<file path="src/rtl/cc_timescheduler_pkg.sv">
// ============================================================================
// Module      : cc_timescheduler_pkg
// Description : Shared FSM encodings and constants for the FROGGER time base.
// Revision    : 1.0 - initial release
// ============================================================================
`default_nettype none

package cc_timescheduler_pkg;

   typedef enum logic [1:0] {
      ST_IDLE  = 2'd0,
      ST_RUN   = 2'd1,
      ST_PAUSE = 2'd2
   } ts_state_t;

   localparam int          C_LEVEL_W        = 3;
   localparam logic [23:0] C_DEFAULT_PERIOD = 24'hFFE400;

endpackage

`default_nettype wire

</file>
<file path="src/rtl/cc_rr_arbiter.sv">
// ============================================================================
// Module      : cc_rr_arbiter
// Description : Combinational round-robin pick of the first pending lane at or
//               after the pointer, with the pointer value that follows it.
// Revision    : 1.0 - initial release
// ============================================================================
`default_nettype none

module cc_rr_arbiter #(
   parameter int LANES = 4,
   parameter int PTR_W = 2
) (
   input  logic [LANES-1:0] i_pending,
   input  logic [PTR_W-1:0] i_ptr,
   output logic [LANES-1:0] o_grant,
   output logic [PTR_W-1:0] o_next_ptr,
   output logic             o_valid
);

   logic [PTR_W-1:0] w_idx;

   // Scan from the farthest candidate back to the pointer so the nearest wins.
   always_comb begin
      o_grant    = '0;
      o_next_ptr = i_ptr;
      o_valid    = 1'b0;
      w_idx      = '0;
      for (int k = LANES - 1; k >= 0; k--) begin
         w_idx = PTR_W'((int'(i_ptr) + k) % LANES);
         if (i_pending[w_idx]) begin
            o_grant        = '0;
            o_grant[w_idx] = 1'b1;
            o_next_ptr     = PTR_W'((int'(i_ptr) + k + 1) % LANES);
            o_valid        = 1'b1;
         end
      end
   end

endmodule

`default_nettype wire

</file>
<file path="src/rtl/cc_timescheduler.sv">
// ============================================================================
// Module      : cc_timescheduler
// Description : Scheduled game time base: prescaler tick, per-lane dividers and
//               one round-robin lane step grant per clock.
//               Optional macro TIMESCHEDULER_OVERRUN_EN adds the sticky overrun flag.
// Revision    : 1.0 - initial release
// ============================================================================
`default_nettype none

module cc_timescheduler
   import cc_timescheduler_pkg::*;
#(
   parameter int                                 TIMESCHEDULER_DATAWIDTH = 24,
   parameter logic [TIMESCHEDULER_DATAWIDTH-1:0] TIMESCHEDULER_PERIOD    =
      TIMESCHEDULER_DATAWIDTH'(C_DEFAULT_PERIOD),
   parameter int                                 TIMESCHEDULER_LANES     = 4,
   parameter int                                 TIMESCHEDULER_DIVWIDTH  = 4
) (
   input  logic                                              CC_TIMESCHEDULER_CLOCK_50,
   input  logic                                              CC_TIMESCHEDULER_RESET_InHigh,
   input  logic                                              CC_TIMESCHEDULER_start_InLow,
   input  logic                                              CC_TIMESCHEDULER_pause_InLow,
   input  logic [C_LEVEL_W-1:0]                              CC_TIMESCHEDULER_level_InBUS,
   input  logic [TIMESCHEDULER_LANES*TIMESCHEDULER_DIVWIDTH-1:0] CC_TIMESCHEDULER_div_InBUS,
   output logic                                              CC_TIMESCHEDULER_T0_OutLow,
   output logic [TIMESCHEDULER_LANES-1:0]                    CC_TIMESCHEDULER_step_OutBUS,
`ifdef TIMESCHEDULER_OVERRUN_EN
   output logic                                              CC_TIMESCHEDULER_overrun_Out,
`endif
   output logic                                              CC_TIMESCHEDULER_running_Out
);

   localparam int c_LANES = TIMESCHEDULER_LANES;
   localparam int c_DW    = TIMESCHEDULER_DATAWIDTH;
   localparam int c_DIVW  = TIMESCHEDULER_DIVWIDTH;
   localparam int c_PTR_W = (c_LANES > 1) ? $clog2(c_LANES) : 1;
   localparam logic [c_DW-1:0]   c_ONE     = c_DW'(1);
   localparam logic [c_DIVW-1:0] c_DIV_ONE = c_DIVW'(1);

   ts_state_t              r_state;
   logic                   r_running;
   logic [c_DW-1:0]        r_presc;
   logic                   r_t0_n;
   logic [c_LANES-1:0]     r_step;
   logic [c_LANES-1:0]     r_pending;
   logic [c_PTR_W-1:0]     r_rr;

   logic [c_DW-1:0]        w_shift;
   logic [c_DW-1:0]        w_period_m1;
   logic                   w_run;
   logic                   w_tick;
   logic [c_LANES-1:0]     w_expiry;
   logic [c_LANES-1:0]     w_arb_req;
   logic [c_LANES-1:0]     w_grant;
   logic [c_PTR_W-1:0]     w_next_ptr;
   logic                   w_grant_valid;
   logic [c_LANES-1:0]     w_pending_next;

   // A period that shifts to zero is clamped to one clock.
   assign w_shift     = TIMESCHEDULER_PERIOD >> CC_TIMESCHEDULER_level_InBUS;
   assign w_period_m1 = (w_shift == '0) ? '0 : (w_shift - c_ONE);
   assign w_run       = (r_state == ST_RUN);
   assign w_tick      = w_run && (r_presc >= w_period_m1);

   generate
      for (genvar gi = 0; gi < c_LANES; gi++) begin : g_lane
         logic [c_DIVW-1:0] w_div;
         logic [c_DIVW-1:0] r_cnt;
         logic              w_hit;

         assign w_div        = CC_TIMESCHEDULER_div_InBUS[gi*c_DIVW +: c_DIVW];
         assign w_hit        = (w_div != '0) && (r_cnt >= (w_div - c_DIV_ONE));
         assign w_expiry[gi] = w_tick && w_hit;

         always_ff @(posedge CC_TIMESCHEDULER_CLOCK_50) begin
            if (CC_TIMESCHEDULER_RESET_InHigh || (w_div == '0)) begin
               r_cnt <= '0;
            end else if (w_tick) begin
               r_cnt <= w_hit ? '0 : (r_cnt + c_DIV_ONE);
            end
         end
      end
   endgenerate

   assign w_arb_req = w_run ? r_pending : '0;

   cc_rr_arbiter #(
      .LANES (c_LANES),
      .PTR_W (c_PTR_W)
   ) u_arb (
      .i_pending  (w_arb_req),
      .i_ptr      (r_rr),
      .o_grant    (w_grant),
      .o_next_ptr (w_next_ptr),
      .o_valid    (w_grant_valid)
   );

   // A new expiry on a bit being granted this cycle re-arms it.
   assign w_pending_next = (r_pending & ~w_grant) | w_expiry;

`ifdef TIMESCHEDULER_OVERRUN_EN
   logic r_overrun;
   logic w_merge;

   assign w_merge = |(w_expiry & r_pending & ~w_grant);
   assign CC_TIMESCHEDULER_overrun_Out = r_overrun;

   always_ff @(posedge CC_TIMESCHEDULER_CLOCK_50) begin
      if (CC_TIMESCHEDULER_RESET_InHigh) begin
         r_overrun <= 1'b0;
      end else if ((r_state == ST_IDLE) && !CC_TIMESCHEDULER_start_InLow) begin
         r_overrun <= 1'b0;
      end else if (w_merge) begin
         r_overrun <= 1'b1;
      end
   end
`endif

   always_ff @(posedge CC_TIMESCHEDULER_CLOCK_50) begin
      if (CC_TIMESCHEDULER_RESET_InHigh) begin
         r_state   <= ST_IDLE;
         r_running <= 1'b0;
         r_presc   <= '0;
         r_t0_n    <= 1'b1;
         r_step    <= '0;
         r_pending <= '0;
         r_rr      <= '0;
      end else begin
         r_t0_n <= ~w_tick;
         r_step <= w_grant;
         case (r_state)
            ST_IDLE: begin
               r_presc   <= '0;
               r_pending <= '0;
               if (!CC_TIMESCHEDULER_start_InLow) begin
                  r_state   <= ST_RUN;
                  r_running <= 1'b1;
               end
            end
            ST_RUN: begin
               r_presc   <= w_tick ? '0 : (r_presc + c_ONE);
               r_pending <= w_pending_next;
               if (w_grant_valid) begin
                  r_rr <= w_next_ptr;
               end
               if (!CC_TIMESCHEDULER_pause_InLow) begin
                  r_state   <= ST_PAUSE;
                  r_running <= 1'b0;
               end
            end
            ST_PAUSE: begin
               if (CC_TIMESCHEDULER_pause_InLow && !CC_TIMESCHEDULER_start_InLow) begin
                  r_state   <= ST_RUN;
                  r_running <= 1'b1;
               end
            end
            default: begin
               r_state   <= ST_IDLE;
               r_running <= 1'b0;
            end
         endcase
      end
   end

   assign CC_TIMESCHEDULER_T0_OutLow   = r_t0_n;
   assign CC_TIMESCHEDULER_step_OutBUS = r_step;
   assign CC_TIMESCHEDULER_running_Out = r_running;

endmodule

`default_nettype wire

</file>
<file path="config.mk">
export PLATFORM = sky130hd
export DESIGN_NAME = cc_timescheduler
export DESIGN_NICKNAME = d
export VERILOG_FILES = /design/src/rtl/cc_timescheduler_pkg.sv /design/src/rtl/cc_rr_arbiter.sv /design/src/rtl/cc_timescheduler.sv
export SDC_FILE = /design/constraint.sdc
export NUM_CORES = 1
export LEC_CHECK = 0
export ABC_CLOCK_PERIOD_IN_PS = 11500
export CORE_MARGIN = 5
export CORE_UTILIZATION = 30
export DETAILED_ROUTE_END_ITERATION = 10
export PLACE_DENSITY_LB_ADDON = 0.3
export SETUP_SLACK_MARGIN = 0.2
export SLEW_MARGIN = 30
export SYNTH_ARGS = -nofsm -noshare
export SYNTH_HDL_FRONTEND = slang
export SYNTH_HIERARCHICAL = 1
export SYNTH_SLANG_ARGS = --single-unit
</file>
<file path="constraint.sdc">
create_clock -name CC_TIMESCHEDULER_CLOCK_50 -period 11.5 [get_ports CC_TIMESCHEDULER_CLOCK_50]
set_clock_uncertainty 0.05 [all_clocks]
set_input_delay 1.15 -clock CC_TIMESCHEDULER_CLOCK_50 [delete_from_list [all_inputs] [get_ports CC_TIMESCHEDULER_CLOCK_50]]
set_output_delay 1.15 -clock CC_TIMESCHEDULER_CLOCK_50 [all_outputs]
set_load 0.05 [all_outputs]
</file>
==> impl_metrics.csv, run 1 <==
group,metric,value,unit
critical_path,start_kind,"primary input",
final_layout,nets,653,
logic_synthesis,synth_top_area_frac,0.2469,
power_and_ir_drop,p_switching,0.1054,mW
timing,setup_viol,0,
final_layout,drive_gt1_frac,0.06632,
critical_path,cp.arrival,5.36,ns
power_and_ir_drop,vdd_ir_drop_max,62.34,uV
final_layout,final_common_cell,"nand2_1",
clocking,cts_tree,"done",
status,status,"completed",
clocking,insertion_delay,0.29,ns
floorplanning,die_h,129.7,um
critical_path,r2r-end,"r_pending[2]$_SDFFE_PP0P_",
critical_path,required,11.67,ns
power_and_ir_drop,p_leak,1.831,nW
critical_path,crit_end,"r_presc[15]$_SDFFE_PP0P_",
placed_design,place_congestion,0.8478,
logic_synthesis,synth_cells,554,
final_layout,final_cells,753,
power_and_ir_drop,switching_share,0.2386,
detailed_routing,drtPass1Iterations,4,
floorplanning,coreArea,13990,um^2
timing,fin_crit,5.187,ns
critical_path,worstReg2RegStart,"CC_TIMESCHEDULER_running_Out$_SDFFE_PP0P_",
clocking,ctsHoldBuffers,0,
logic_synthesis,avgSynthCellArea,7.756,um^2
critical_path,path_cells,"clkdlybuf4s50_1 -> inv_1 -> ha_1 -> nand3b_1 -> nand2_1 -> nand2_1 -> mux2_2 -> o22ai_1 -> ha_1 -> a211oi_1 -> o21ai_0 -> and3_1 -> or4_4 -> or4_1 -> a31oi_1",
placed_design,placed_area,4745,um^2
final_layout,n_antenna_cell,0,
clocking,cts_buffer_depth,2,
detailed_routing,vias,4043,
clocking,numClockSinks,53,
floorplanning,fp.dieW,129.7,um
clocking,h-tree-depth,2,
placed_design,portBuffers,28,
grt,grt_antenna_before_repair,0,
critical_path,r2r_cells,11,
power_and_ir_drop,power_frac_comb,0.137,
run,cap_violations,0,
placed_design,place_inst,744,
critical_path,cpMaxStageDelayCell,"clkdlybuf4s50_1",
timing,max_slew_margin,0.3906,
logic_synthesis,ys_seq_elements,53,
critical_path,max_stage_delay,0.69,ns
logic_synthesis,synth_top_area_cell,"dfxtp_1",
floorplanning,io_pins,29,
timing,fin_crit_sh,0.4510,
logic_synthesis,synth_edf_count,0,
critical_path,path_max_fanout,13,
timing,drv_slew,0,
critical_path,end_kind,"register",
final_layout,final_area,4950,um^2
logic_synthesis,synth_cell_types,56,
timing,worst_pin_slew,0.9064,ns
clocking,cts_resized,0,
detailed_routing,drt_iter0_markers,301,
critical_path,regToRegSetupSlack,8.40,ns
timing,fin_setup_tns,0,ns
power_and_ir_drop,cellPowerDensity,89.28,nW/um^2
floorplanning,start_util,0.3072,
timing,fmax,192.8,MHz
worst_hold_path,hold_depth,2,
grt,track_usage,0.1245,
power_and_ir_drop,power,0.4419,mW
logic_synthesis,syn_area,4297,um^2
grt,grt_pass1_wl,17660,um
detailed_routing,wl_per_cell,13.56,um
detailed_routing,drc_errors,0,
power_and_ir_drop,p_seq_frac,0.417,
grt,first_global_vias,3905,
placed_design,dpl.hpwl,7720,um
detailed_routing,drtAntennaViolNets,0,
grt,grt_overflow,0,
clocking,post_cts_buffers,0,
logic_synthesis,synth_area_leaders,"dfxtp_1, ha_1, nand2_1, a21oi_1, nand3_1",
logic_synthesis,ys_seq_area_frac,0.2469,
critical_path,critPathLaunch,"CC_TIMESCHEDULER_level_InBUS[1]",
logic_synthesis,syn_nets,635,
timing,rsz0062_at_grt,"false",
clocking,cts_buffers,5,
worst_hold_path,hp-class,"register to register",
clocking,root_buffer,"clkbuf_16",
clocking,cts.reportedPaths.clkPinSlew,0.07,ns
grt,grt_max_degree,48,
logic_synthesis,synthArstFlopShare,0,
detailed_routing,routed_wl,10210,um
final_layout,syn2layout_area_growth,15.20,%
timing,hold_viol_final,0,
logic_synthesis,synth_ff_type,"dfxtp_1",
floorplanning,num_rows,43,
power_and_ir_drop,p_int,0.3365,mW
floorplanning,die_area,16820,um^2
final_layout,final_cell_mix,"nand2_1, ha_1, dfxtp_1, a21oi_1, nand3_1",
power_and_ir_drop,p_clk_frac,0.445,
detailed_routing,routed_via_density,5.369,
logic_synthesis,yosysWarnings,6,
critical_path,worstSetupPathType,"primary input to register",
==> state kept, by name, indices dropped and copies added, names as in the netlist <==
| register | flops |
|---|---|
| CC_TIMESCHEDULER_T0_OutLow | 1 |
| CC_TIMESCHEDULER_running_Out | 1 |
| CC_TIMESCHEDULER_step_OutBUS | 4 |
| g_lane.r_cnt | 16 |
| r_pending | 4 |
| r_presc | 24 |
| r_rr | 2 |
| r_state | 1 |
==> worst max-delay path, delay by kind of cell <==
| family | cells | cell delay [ns] |
|---|---|---|
| simple gates | 6 | 1.63 |
| buf+inv | 2 | 0.91 |
| fa+ha+maj | 2 | 0.69 |
| compound gates | 4 | 0.62 |
| mux | 1 | 0.33 |
==> worst min path at each step <==
| stage | start | end |
|---|---|---|
| 2_1_floorplan | g_lane[3].r_cnt[0]$_SDFFE_PP0P_ | g_lane[3].r_cnt[0]$_SDFFE_PP0P_ |
| 3_3_place_gp | g_lane[2].r_cnt[0]$_SDFFE_PP0P_ | g_lane[2].r_cnt[0]$_SDFFE_PP0P_ |
| 3_5_place_dp | g_lane[3].r_cnt[0]$_SDFFE_PP0P_ | g_lane[3].r_cnt[0]$_SDFFE_PP0P_ |
| 4_1_cts | g_lane[3].r_cnt[0]$_SDFFE_PP0P_ | g_lane[3].r_cnt[0]$_SDFFE_PP0P_ |
| 5_1_grt | g_lane[0].r_cnt[3]$_SDFFE_PP0P_ | g_lane[0].r_cnt[3]$_SDFFE_PP0P_ |
| 6_report | g_lane[3].r_cnt[0]$_SDFFE_PP0P_ | g_lane[3].r_cnt[0]$_SDFFE_PP0P_ |
==> layer usage <==
| layer | vias up | wire, um | GRT usage |
|---|---|---|---|
| met5 | - | 0 | 0 |
| met4 | 0 | 205 | 0.03912 |
| met3 | 17 | 231 | 0.01731 |
| met2 | 61 | 4877 | 0.2175 |
| met1 | 1929 | 4892 | 0.1585 |
| li1 | 2036 | - | - |
==> power by group through the flow <==
stage	clock network [mW]	logic, mW	registers (mW)
2_1_floorplan	0	0.0393	0.190
3_3_place_gp	0	0.0586	0.189
3_5_place_dp	0	0.0606	0.189
4_1_cts	0.200	0.0609	0.184
5_1_grt	0.208	0.0692	0.185
6_report	0.197	0.0607	0.184
==> synthesized netlist by cell type (all sizes together), types with 2 or more instances <==
cell	count
o31ai	7
and3	9
dfxtp	53
or4	2
ha	58
a21oi	40
o21ai	14
nor3b	6
nor2b	18
mux4	4
nor4	2
a31oi	16
or2	9
o211ai	7
nand2	67
nand3	38
inv	26
nand3b	4
and2	7
and4	3
a21o	2
o22ai	11
nand2b	9
o21a	4
a221oi	2
nor3	14
nand4	8
clkbuf	17
nor2	37
xor2	2
or3	23
a211oi	5
xnor2	11
buf	5
==> final cells by class <==
type                            instances  area (um^2)
Sequential cell                        53         1061
Fill cell                            1465         9039
Tap cell                              180        225.2
Multi-Input combinational cell        453         3050
Inverter                               26        97.59
Clock inverter                          3        68.82
Timing Repair Buffer                   33        321.6
Clock buffer                            5        125.1
==> per-stage QoR <==
step / hold slack (ns) / util / setup WS [ns]
after global routing: 0.4721 / 0.3538 / 5.984
final: 0.4397 / 0.3538 / 6.313
after CTS: 0.4399 / 0.3530 / 6.323
after detailed placement: 0.4289 / 0.3392 / 6.033
after floorplan: 0.4089 / - / 6.852
after global placement: 0.4250 / 0.3392 / 6.160
==> cells by family after synthesis <==
kind of cell / synth area share
simple gates: 0.3145
compound gates: 0.1709
fa+ha+maj: 0.1689
flops: 0.2469
buf+inv: 0.04630
xor+xnor: 0.02650
mux: 0.02592
No activity file was read; power rests on OpenSTA's default activity.
==> run 2, diff against run 1 <==
ABC_CLOCK_PERIOD_IN_PS = 5400   (was 11500)
clock period = 5.4 ns   (was 11.5 ns; I/O delays follow)
==> run 2 against run 1 <==
- die area unchanged
- combinational power up 110%
- power up 92%
- utilization down 0.33 points
- worst hold slack better by 0.0038 ns
- clock-buffer cell count up 1
- flip-flop and latch count unchanged
- worst setup slack worse by 5.4 ns
- first-iteration DRC count down 28%
- sequential share of layout area up 0.20 points
- sequential power up 110%
- largest power group is now sequential cells
==> impl_metrics.csv, run 2 (synthesis results as in run 1) <==
group,metric,value,unit
power_and_ir_drop,p_leak,1.816,nW
clocking,root_buffer,"clkbuf_16",
critical_path,r2r-end,"r_pending[2]$_SDFFE_PP0P_",
detailed_routing,drtAntennaViolNets,0,
grt,grt_pass1_wl,16520,um
critical_path,critPathLaunch,"CC_TIMESCHEDULER_level_InBUS[1]",
clocking,post_cts_buffers,0,
timing,worst_pin_slew,0.8327,ns
timing,drv_slew,0,
grt,first_global_vias,3627,
clocking,numClockSinks,53,
critical_path,path_max_fanout,13,
critical_path,start_kind,"primary input",
grt,grt_max_degree,48,
power_and_ir_drop,vdd_ir_drop_max,125.3,uV
final_layout,regMostFlops,"r_presc",
clocking,ctsHoldBuffers,0,
detailed_routing,routed_wl,9677,um
placed_design,pre_cts_slack,0.5823,ns
worst_hold_path,holdPathEnd,"g_lane[1].r_cnt[0]$_SDFFE_PP0P_",
worst_hold_path,hp-class,"register to register",
worst_hold_path,hold_depth,2,
timing,setup_viol,0,
floorplanning,die_h,129.7,um
final_layout,top_regs,"r_presc x24, g_lane.r_cnt x16",
clocking,insertion_delay,0.29,ns
clocking,cts_buffers,5,
detailed_routing,drc_errors,0,
timing,rsz0062_at_grt,"false",
power_and_ir_drop,cellPowerDensity,173.3,nW/um^2
placed_design,portBuffers,28,
detailed_routing,routed_via_density,5.259,
status,status,"completed",
run,cap_violations,0,
final_layout,nets,654,
timing,fmax,221.4,MHz
clocking,cts_tree,"done",
critical_path,r2r_cells,10,
final_layout,final_common_cell,"nand2_1",
floorplanning,coreArea,13990,um^2
grt,grt_antenna_before_repair,0,
final_layout,final_cell_mix,"nand2_1, ha_1, dfxtp_1, a21oi_1, nand3_1",
timing,hold_viol_final,0,
final_layout,drive_gt1_frac,0.06794,
timing,fin_crit,4.516,ns
timing,fin_crit_sh,0.8363,
clocking,cts.reportedPaths.clkPinSlew,0.07,ns
detailed_routing,wl_per_cell,12.83,um
floorplanning,fp.dieW,129.7,um
critical_path,worstSetupPathType,"primary input to register",
final_layout,largest_reg_flops,24,
critical_path,worstReg2RegStart,"CC_TIMESCHEDULER_running_Out$_SDFFE_PP0P_",
timing,max_slew_margin,0.4401,
timing,setup_slack,0.8840,ns
detailed_routing,vias,3965,
detailed_routing,drt_iter0_markers,218,
floorplanning,die_area,16820,um^2
final_layout,n_antenna_cell,0,
clocking,cts_buffer_depth,2,
floorplanning,io_pins,29,
detailed_routing,drtPass1Iterations,4,
placed_design,dpl.hpwl,7373,um
critical_path,end_kind,"register",
worst_hold_path,hp-start,"g_lane[1].r_cnt[0]$_SDFFE_PP0P_",
timing,fin_setup_tns,0,ns
critical_path,cp.arrival,4.69,ns
critical_path,regToRegSetupSlack,2.15,ns
clocking,h-tree-depth,2,
placed_design,place_congestion,0.8283,
grt,track_usage,0.1159,
floorplanning,num_rows,43,
clocking,cts_resized,0,
final_layout,syn2layout_area_growth,14.12,%
floorplanning,start_util,0.3072,
grt,grt_overflow,0,
critical_path,required,5.57,ns
[run 2: cell count changes in the layout (fill, tap and decap cells not counted), sizes merged]
| cell | change |
|---|---|
| clkbuf | +1 |
| clkinv | +2 |
| buf | +1 |
| inv | -1 |
| bufinv | -2 |
[run 2: power by group]
part	switching (mW)	internal (mW)
clock network	0.145	0.185
registers	0.00325	0.392
logic	0.0688	0.0565
total	0.217	0.633
[run 2: through the flow]
step,utilization,power [mW],instance area (um^2),cells,hold WS [ns]
CTS,0.3505,0.8598,4903,754,0.4441
finish,0.3505,0.8500,4903,754,0.4435
floorplan,-,0.4885,4297,554,0.4089
detailed placement,0.3396,0.5309,4751,746,0.4310
global route,0.3505,0.8939,4903,754,0.4618
global placement,0.3396,0.5278,4751,746,0.4238
[run 2: layer usage]
metal | routed length, um | up-vias | global-route usage
met5 | 0 | - | 0
met3 | 267 | 11 | 0.01566
li1 | - | 2044 | -
met4 | 112 | 0 | 0.03301
met1 | 4629 | 1851 | 0.1526
met2 | 4667 | 59 | 0.1981
[run 2: critical path, stage by stage]
cell and delay, ns:
clkdlybuf4s50_1 0.68, inv_1 0.21, ha_1 0.40, nand3b_1 0.12
nand2_1 0.07, nand2_1 0.10, mux2_2 0.33, o22ai_1 0.13
ha_1 0.26, a211oi_1 0.20, o21ai_0 0.12, and3_1 0.22
or4_4 0.59, or4_1 0.54, a31oi_1 0.17
[run 2: worst max-delay path by stage]
| stage | cells after the start | slack, ns | end |
|---|---|---|---|
| final | 15 | 0.88 | r_presc[15]$_SDFFE_PP0P_ |
| after global routing | 15 | 0.61 | r_presc[15]$_SDFFE_PP0P_ |
| after CTS | 15 | 0.89 | r_presc[15]$_SDFFE_PP0P_ |
| after detailed placement | 15 | 0.58 | r_presc[15]$_SDFFE_PP0P_ |
| after global placement | 15 | 0.72 | r_presc[15]$_SDFFE_PP0P_ |
| after floorplan | 16 | 1.36 | r_presc[15]$_SDFFE_PP0P_ |
[run 2: layout make-up]
cell class | count | area [um^2]
clock buffer | 6 | 138.9
clock inverter | 2 | 13.76
fill | 1470 | 9085
inverter | 26 | 97.59
multi-input combinational | 453 | 3042
sequential | 53 | 1061
tap | 180 | 225.2
timing repair buffer | 34 | 325.3
